`config.mk`:
```
export PLATFORM = sky130hd
export DESIGN_NAME = button_conditioner
export DESIGN_NICKNAME = d
export VERILOG_FILES = /design/src/rtl/button_conditioner_pkg.sv /design/src/rtl/button_sync.sv /design/src/rtl/button_conditioner.sv
export SDC_FILE = /design/constraint.sdc
export NUM_CORES = 1
export LEC_CHECK = 0
export BUFFER_PORTS_ARGS = -buffer_cell sky130_fd_sc_hd__buf_2
export CORE_UTILIZATION = 57
export DETAILED_ROUTE_END_ITERATION = 16
export PLACE_DENSITY_LB_ADDON = 0.1
export SYNTH_ARGS = -nofsm -noshare
export SYNTH_HDL_FRONTEND = slang
export SYNTH_SLANG_ARGS = --single-unit
```
`constraint.sdc`:
```
create_clock -name clk -period 2.1 [get_ports clk]
set_input_delay 0.315 -clock clk [delete_from_list [all_inputs] [get_ports clk]]
set_output_delay 0.315 -clock clk [all_outputs]
set_load 0.03 [all_outputs]
```
`src/rtl/button_conditioner_pkg.sv`:
```
`default_nettype none
// ============================================================================
// Module      : button_conditioner_pkg
// Description : Shared constants for the push-button conditioner: FSM state
//               encoding and the default 1 ms debounce interval at 12 MHz.
// Revision    : 1.0 - initial release
// ============================================================================
package button_conditioner_pkg;

   // Default debounce interval: 1 ms at a 12 MHz system clock.
   localparam int DEBOUNCE_1MS_12MHZ = 12000;

   // Explicit 2-bit state encoding for the debounce FSM.
   localparam int          STATE_W        = 2;
   localparam logic [1:0]  S_LOW_ENC      = 2'd0;
   localparam logic [1:0]  S_CHK_HIGH_ENC = 2'd1;
   localparam logic [1:0]  S_HIGH_ENC     = 2'd2;
   localparam logic [1:0]  S_CHK_LOW_ENC  = 2'd3;

   typedef enum logic [STATE_W-1:0] {
      S_LOW      = S_LOW_ENC,
      S_CHK_HIGH = S_CHK_HIGH_ENC,
      S_HIGH     = S_HIGH_ENC,
      S_CHK_LOW  = S_CHK_LOW_ENC
   } state_t;

endpackage : button_conditioner_pkg
`default_nettype wire

```
`src/rtl/button_sync.sv`:
```
`default_nettype none
// ============================================================================
// Module      : button_sync
// Description : Multi-flop metastability synchroniser for an asynchronous pin.
//               The only place in the fabric where the raw pin is sampled.
//               SYNC_STAGES legal range is 2..4.
// Revision    : 1.0 - initial release
// ============================================================================
module button_sync #(
   parameter int SYNC_STAGES = 2
) (
   input  logic clk,
   input  logic rst,
   input  logic d,
   output logic q
);

   logic [SYNC_STAGES-1:0] chain_q;

   // Shift the asynchronous pin through the flop chain; bit 0 samples the pin.
   always_ff @(posedge clk) begin
      if (rst) begin
         chain_q <= '0;
      end else begin
         chain_q <= {chain_q[SYNC_STAGES-2:0], d};
      end
   end

   assign q = chain_q[SYNC_STAGES-1];

endmodule : button_sync
`default_nettype wire

```
`src/rtl/button_conditioner.sv`:
```
`default_nettype none
// ============================================================================
// Module      : button_conditioner
// Description : Synchronises and debounces a raw push-button pin, producing a
//               clean level plus one-cycle rise/fall pulses. A new level is
//               accepted only after DEBOUNCE_CYCLES consecutive stable cycles
//               on the synchronised input.
//               Optional macro BUTTON_CONDITIONER_TOGGLE_EN builds a toggle
//               register that flips on every accepted press; otherwise the
//               toggle port is tied low.
// Revision    : 1.0 - initial release
// ============================================================================
module button_conditioner
   import button_conditioner_pkg::*;
#(
   parameter int SYNC_STAGES     = 2,
   parameter int DEBOUNCE_CYCLES = DEBOUNCE_1MS_12MHZ
) (
   input  logic clk,
   input  logic rst,
   input  logic btn_in,
   output logic level,
   output logic rise,
   output logic fall,
   output logic toggle
);

   localparam int               CNT_W    = $clog2(DEBOUNCE_CYCLES + 1);
   localparam logic [CNT_W-1:0] CNT_LAST = CNT_W'(DEBOUNCE_CYCLES - 1);

   logic             sync;
   state_t           state_q, state_d;
   logic [CNT_W-1:0] cnt_q,   cnt_d;
   logic             level_q, level_d;
   logic             rise_q,  rise_d;
   logic             fall_q,  fall_d;

   button_sync #(
      .SYNC_STAGES (SYNC_STAGES)
   ) u_sync (
      .clk (clk),
      .rst (rst),
      .d   (btn_in),
      .q   (sync)
   );

   // State, qualification counter and registered outputs.
   always_ff @(posedge clk) begin
      if (rst) begin
         state_q <= S_LOW;
         cnt_q   <= '0;
         level_q <= 1'b0;
         rise_q  <= 1'b0;
         fall_q  <= 1'b0;
      end else begin
         state_q <= state_d;
         cnt_q   <= cnt_d;
         level_q <= level_d;
         rise_q  <= rise_d;
         fall_q  <= fall_d;
      end
   end

   // Next-state logic: a CHK state must see the candidate level on every
   // cycle until the counter reaches its last value, otherwise it falls back.
   always_comb begin
      state_d = state_q;
      cnt_d   = cnt_q;
      level_d = level_q;
      rise_d  = 1'b0;
      fall_d  = 1'b0;
      case (state_q)
         S_LOW: begin
            if (sync) begin
               state_d = S_CHK_HIGH;
               cnt_d   = '0;
            end
         end
         S_CHK_HIGH: begin
            if (!sync) begin
               state_d = S_LOW;
               cnt_d   = '0;
            end else if (cnt_q == CNT_LAST) begin
               state_d = S_HIGH;
               cnt_d   = '0;
               level_d = 1'b1;
               rise_d  = 1'b1;
            end else begin
               cnt_d = cnt_q + 1'b1;
            end
         end
         S_HIGH: begin
            if (!sync) begin
               state_d = S_CHK_LOW;
               cnt_d   = '0;
            end
         end
         S_CHK_LOW: begin
            if (sync) begin
               state_d = S_HIGH;
               cnt_d   = '0;
            end else if (cnt_q == CNT_LAST) begin
               state_d = S_LOW;
               cnt_d   = '0;
               level_d = 1'b0;
               fall_d  = 1'b1;
            end else begin
               cnt_d = cnt_q + 1'b1;
            end
         end
         default: begin
            state_d = S_LOW;
            cnt_d   = '0;
         end
      endcase
   end

   assign level = level_q;
   assign rise  = rise_q;
   assign fall  = fall_q;

`ifdef BUTTON_CONDITIONER_TOGGLE_EN
   logic toggle_q;

   // Flip on the same edge that the rise pulse is registered.
   always_ff @(posedge clk) begin
      if (rst) begin
         toggle_q <= 1'b0;
      end else if (rise_d) begin
         toggle_q <= ~toggle_q;
      end
   end

   assign toggle = toggle_q;
`else
   assign toggle = 1'b0;
`endif

endmodule : button_conditioner
`default_nettype wire

```
Word-level counts from Yosys, hierarchy flattened
Index checks and enable logic that the tools add are counted.
- flip-flop bits (word level): 21
- input bits: 3
- output and inout bits: 4
- add/sub/neg operators: 1
- eq/ne operators: 12
- muxes and demuxes: 19
- bitwise logic cells: 3
- reductions and logical operators: 7
- operator list (operator ; count):
    $mux 14 ; 5
    $pmux 14 s4 ; 1
    $add 14x1->14 const B ; 1
    $eq 14x14->1 const B ; 1
    $mux 2 ; 6
    $ne 2x2->1 const B ; 4
    $pmux 2 s4 ; 1
    $reduce_or 3->1 ; 2
    $mux 1 ; 5
    $reduce_and 5->1 ; 1
    $eq 2x2->1 const B ; 2
    $ne 2x1->1 const B ; 2
    $reduce_and 4->1 ; 1
    $ne 3x2->1 const B ; 1
    $ne 3x3->1 const B ; 1
    $not 1->1 ; 3
    $eq 2x1->1 const B ; 1
    $logic_not 2->1 ; 1
    $pmux 1 s2 ; 1
    $reduce_and 2->1 ; 1
    $reduce_bool 2->1 ; 1

Depth between registers and ports, before layout
- depth in word-level cells: 4
- mapped depth: 7

Cells and area by module
Synthesis repeated with hierarchy kept, for this count alone.
- cell total of the unflattened synthesis: 122
- area total of the unflattened synthesis: 1107.3 µm²
- modules (own cells, without submodules) (module ; times used ; cells each ; area an instance (µm²) ; seq. area each (µm²)):
    button_conditioner ; 1 ; 118 ; 1054.8 ; 380.4
    button_sync ; 1 ; 4 ; 52.6 ; 40.0

Worst setup path before layout
No wires, ideal clock.
- kind: flip-flop to flip-flop
- start point: register cnt_q[0]
- end point: register cnt_q[10]
- arrival: 1.589 ns
- setup slack: 0.436 ns
- stages on the path, launching flop included: 7
- period minus slack after synthesis: 1.664 ns
- cell sequence: dfxtp_1 > ha_1 > and4_4 > buf_6 > and4_4 > or4b_1 > a31oi_1
- longest elaborated chain between the ends: 4
- elaborated cells between the ends (all ways): 6
- classes of those cells: 1 x add/sub; 1 x eq/ne; 4 x mux
- ends and longest elaborated chain (element ; line ; RTL):
    from (decl) ; button_conditioner.sv:33 ; logic [CNT_W-1:0] cnt_q, cnt_d;
    from (signal assigned) ; button_conditioner.sv:57 ; cnt_q <= cnt_d;
    $add 14x1->14 or $eq 14x14->1 (tied branches) ; - ;
    $mux 14 (*) ; button_conditioner.sv:83, button_conditioner.sv:102 ;
    $mux 14, on equally long branches ; button_conditioner.sv:99, button_conditioner.sv:80 ;
    $pmux 14 s4 (*) ; button_conditioner.sv:72 ; case (state_q)
Every way passes the cells marked *; elsewhere a longest branch is shown, timed or not.
A chain may end at the register's enable or synchronous reset.

Worst setup path after layout
- start point: register cnt_q[0]
- end point: register cnt_q[1]
Same word-level chain as after synthesis.

==> results.cfg <==
[status]
outcome = finished, final reports clean

[routing]
drc = 0
first_pass_iters = 4
finalWirelength_um = 2140
vias_per_cell = 6.17
wl_per_cell_um = 14.1
vias = 938
postRouteAntennaNets = 0
drt_iter0_drc = 36

[setup_path]
critPathLaunchType = register
cp.arrival_ns = 1.93
reg2regPathDepth = 6
critPathCaptureType = register
cp_max_fo = 12
worstSetupPathType = register to register
worstPathRequired_ns = 2.29

[clocking]
cts_setup_buffers = 0
cts-buffers-inserted = 3
cts-htree-levels = 1
clk_path_buf_depth = 2
ctsHoldBuffers = 0
cts_resized = 0
cts_tree = done
clkSinkCount = 21
clk_latency_ns = 0.30
path_clk_slew_ns = 0.11
root_buffer = clkbuf_4

[placed_design]
placed_cell_area_um2 = 1080
port_buffers = 5
dp_hpwl_um = 1500
gp_congestion = 0.864
post-place-cells = 148
dpl_worst_slack_ns = 0.391

[timing]
period_minus_slack_ns = 1.74
finalMaxSlewViolations = 0
rsz0062_at_grt = false
tns_ns = 0
setup_viol = 0
fmax_ghz = 0.576
fin_crit_sh_pct = 82.7
hold-worst-slack_ns = 0.220
finalClockSkew_ns = 0.00275
hold_viol = 0
setup_ws_ns = 0.363

[layout]
nets = 132
drive_gt1_share_pct = 12.6
seq_area_um2 = 420
final_util_pct = 63.4
multi_input_area_um2 = 562
fillers = 146
areaGrowthSynthToFinish_pct = 3.76
insertedDiodeCount = 0
instances_no_fill = 152
final_cell_area_um2 = 1110

[worst_hold_path]
hold_class = input pin to register
whs_path_depth = 2

[yosys]
synth.area.top_cells = dfxtp_1, a31oi_1, nand4_1, nand2_1, o21ai_0
ys_async_sr_fraction_pct = 0
synth.avg_cell_area_um2 = 8.53
syn_inst = 125
synth_area_um2 = 1070
yosysWarnings = 0
synth_nets = 129
ys_types = 38
synth_largest_area_cell = dfxtp_1
synth_top_area_share_pct = 39.4
synth_edf_count = 0
ys_ff_latch = 21
synth_common_cells = dfxtp_1, a31oi_1, nand2_1
seq_area_frac_synth_pct = 39.4
synth_ff_type = dfxtp_1
synth.most_common_cell = dfxtp_1

[global_route]
grt_first_pass_wirelength_um = 3510
grt_max_degree = 16
grt_usage_pct = 24.2
grt_overflow = 0
grt_antenna_before_repair = 0
grt_pass1_vias = 775

[power]
leakage_nw = 0.355
p_per_area_nw_per_um2 = 571
ir_drop_v = 0.000435
power_mw = 0.632

[die]
core_area_um2 = 1750
die_area_um2 = 2050
dieWidth_um = 45.2
start_util_pct = 61.1
die_h_um = 45.2
rows = 15
io_pins = 7

[run]
maxCapViolations = 0
## report_power, final
part,internal (mW),total [mW],switching (mW)
clock,0.0740,0.189,0.115
sequential,0.403,0.407,0.00469
combinational,0.0116,0.0353,0.0237
## layout by cell type (no fill, tap or decap), types with 2 or more instances in the layout
| cell type | Yosys | routed |
|---|---|---|
| a21oi_1 | 3 | 3 |
| a31oi_1 | 12 | 12 |
| and4_1 | 3 | 3 |
| and4_4 | 2 | 2 |
| buf_2 | 4 | 5 |
| buf_4 | 2 | 3 |
| clkbuf_4 | 0 | 3 |
| dfxtp_1 | 21 | 21 |
| inv_1 | 5 | 5 |
| nand2_1 | 11 | 11 |
| nand3_1 | 6 | 6 |
| nand3b_1 | 2 | 2 |
| nand4_1 | 7 | 7 |
| nor2_1 | 3 | 3 |
| nor2b_1 | 2 | 2 |
| nor3_1 | 6 | 6 |
| o21ai_0 | 8 | 8 |
| o22ai_1 | 2 | 2 |
| xor2_1 | 4 | 4 |
## registers in the layout, indices dropped and copies added (netlist names), named ones only
signal / flops
cnt_q: 14
rise: 1
state_q: 1
u_sync.chain_q: 2
level: 1
fall: 1
## critical path: stages (launching register included)
cell	delay, ns
dfxtp_1	0.39
ha_1	0.22
and4_4	0.30
nand4_1	0.21
buf_4	0.25
a32oi_1	0.21
nor2_1	0.05
## area by class of cell
cell class,instances,share of cell area [%]
Tap cell,25,2.83
Clock buffer,4,2.38
Sequential cell,21,38.0
Multi-Input combinational cell,89,50.8
Inverter,5,1.70
Timing Repair Buffer,8,4.30
## path summary, 6_finish.rpt
kind / start / end / slack [ns]
worst min register to register: u_sync.chain_q[0]$_SDFF_PP0_ / u_sync.chain_q[1]$_SDFF_PP0_ / 0.45
worst min-delay path: btn_in / u_sync.chain_q[0]$_SDFF_PP0_ / 0.22
worst max register to register: cnt_q[0]$_SDFFE_PP0P_ / cnt_q[1]$_SDFFE_PP0P_ / 0.36
worst max-delay path: cnt_q[0]$_SDFFE_PP0P_ / cnt_q[1]$_SDFFE_PP0P_ / 0.36
## routing by layer
metal  GRT usage [%]  part of all wire, %  wire length, um
met5               0                    0                0
met4            5.45                 0.70               15
met3            7.20                  3.7               79
met2            35.9                   45              961
met1            34.3                   51             1090
## cells by family (layout without fill, tap and decap cells)
kind of cell | Yosys count | in the layout | synth area share [%]
xor+xnor | 5 | 5 | 4.11
other cells | 1 | 1 | 0.352
simple gates | 54 | 54 | 31.3
flops | 21 | 21 | 39.4
buf+inv | 15 | 17 | 7.86
fa+ha+maj | 1 | 1 | 1.17
compound gates | 28 | 28 | 15.7
No activity file was read; power rests on OpenSTA's default activity.
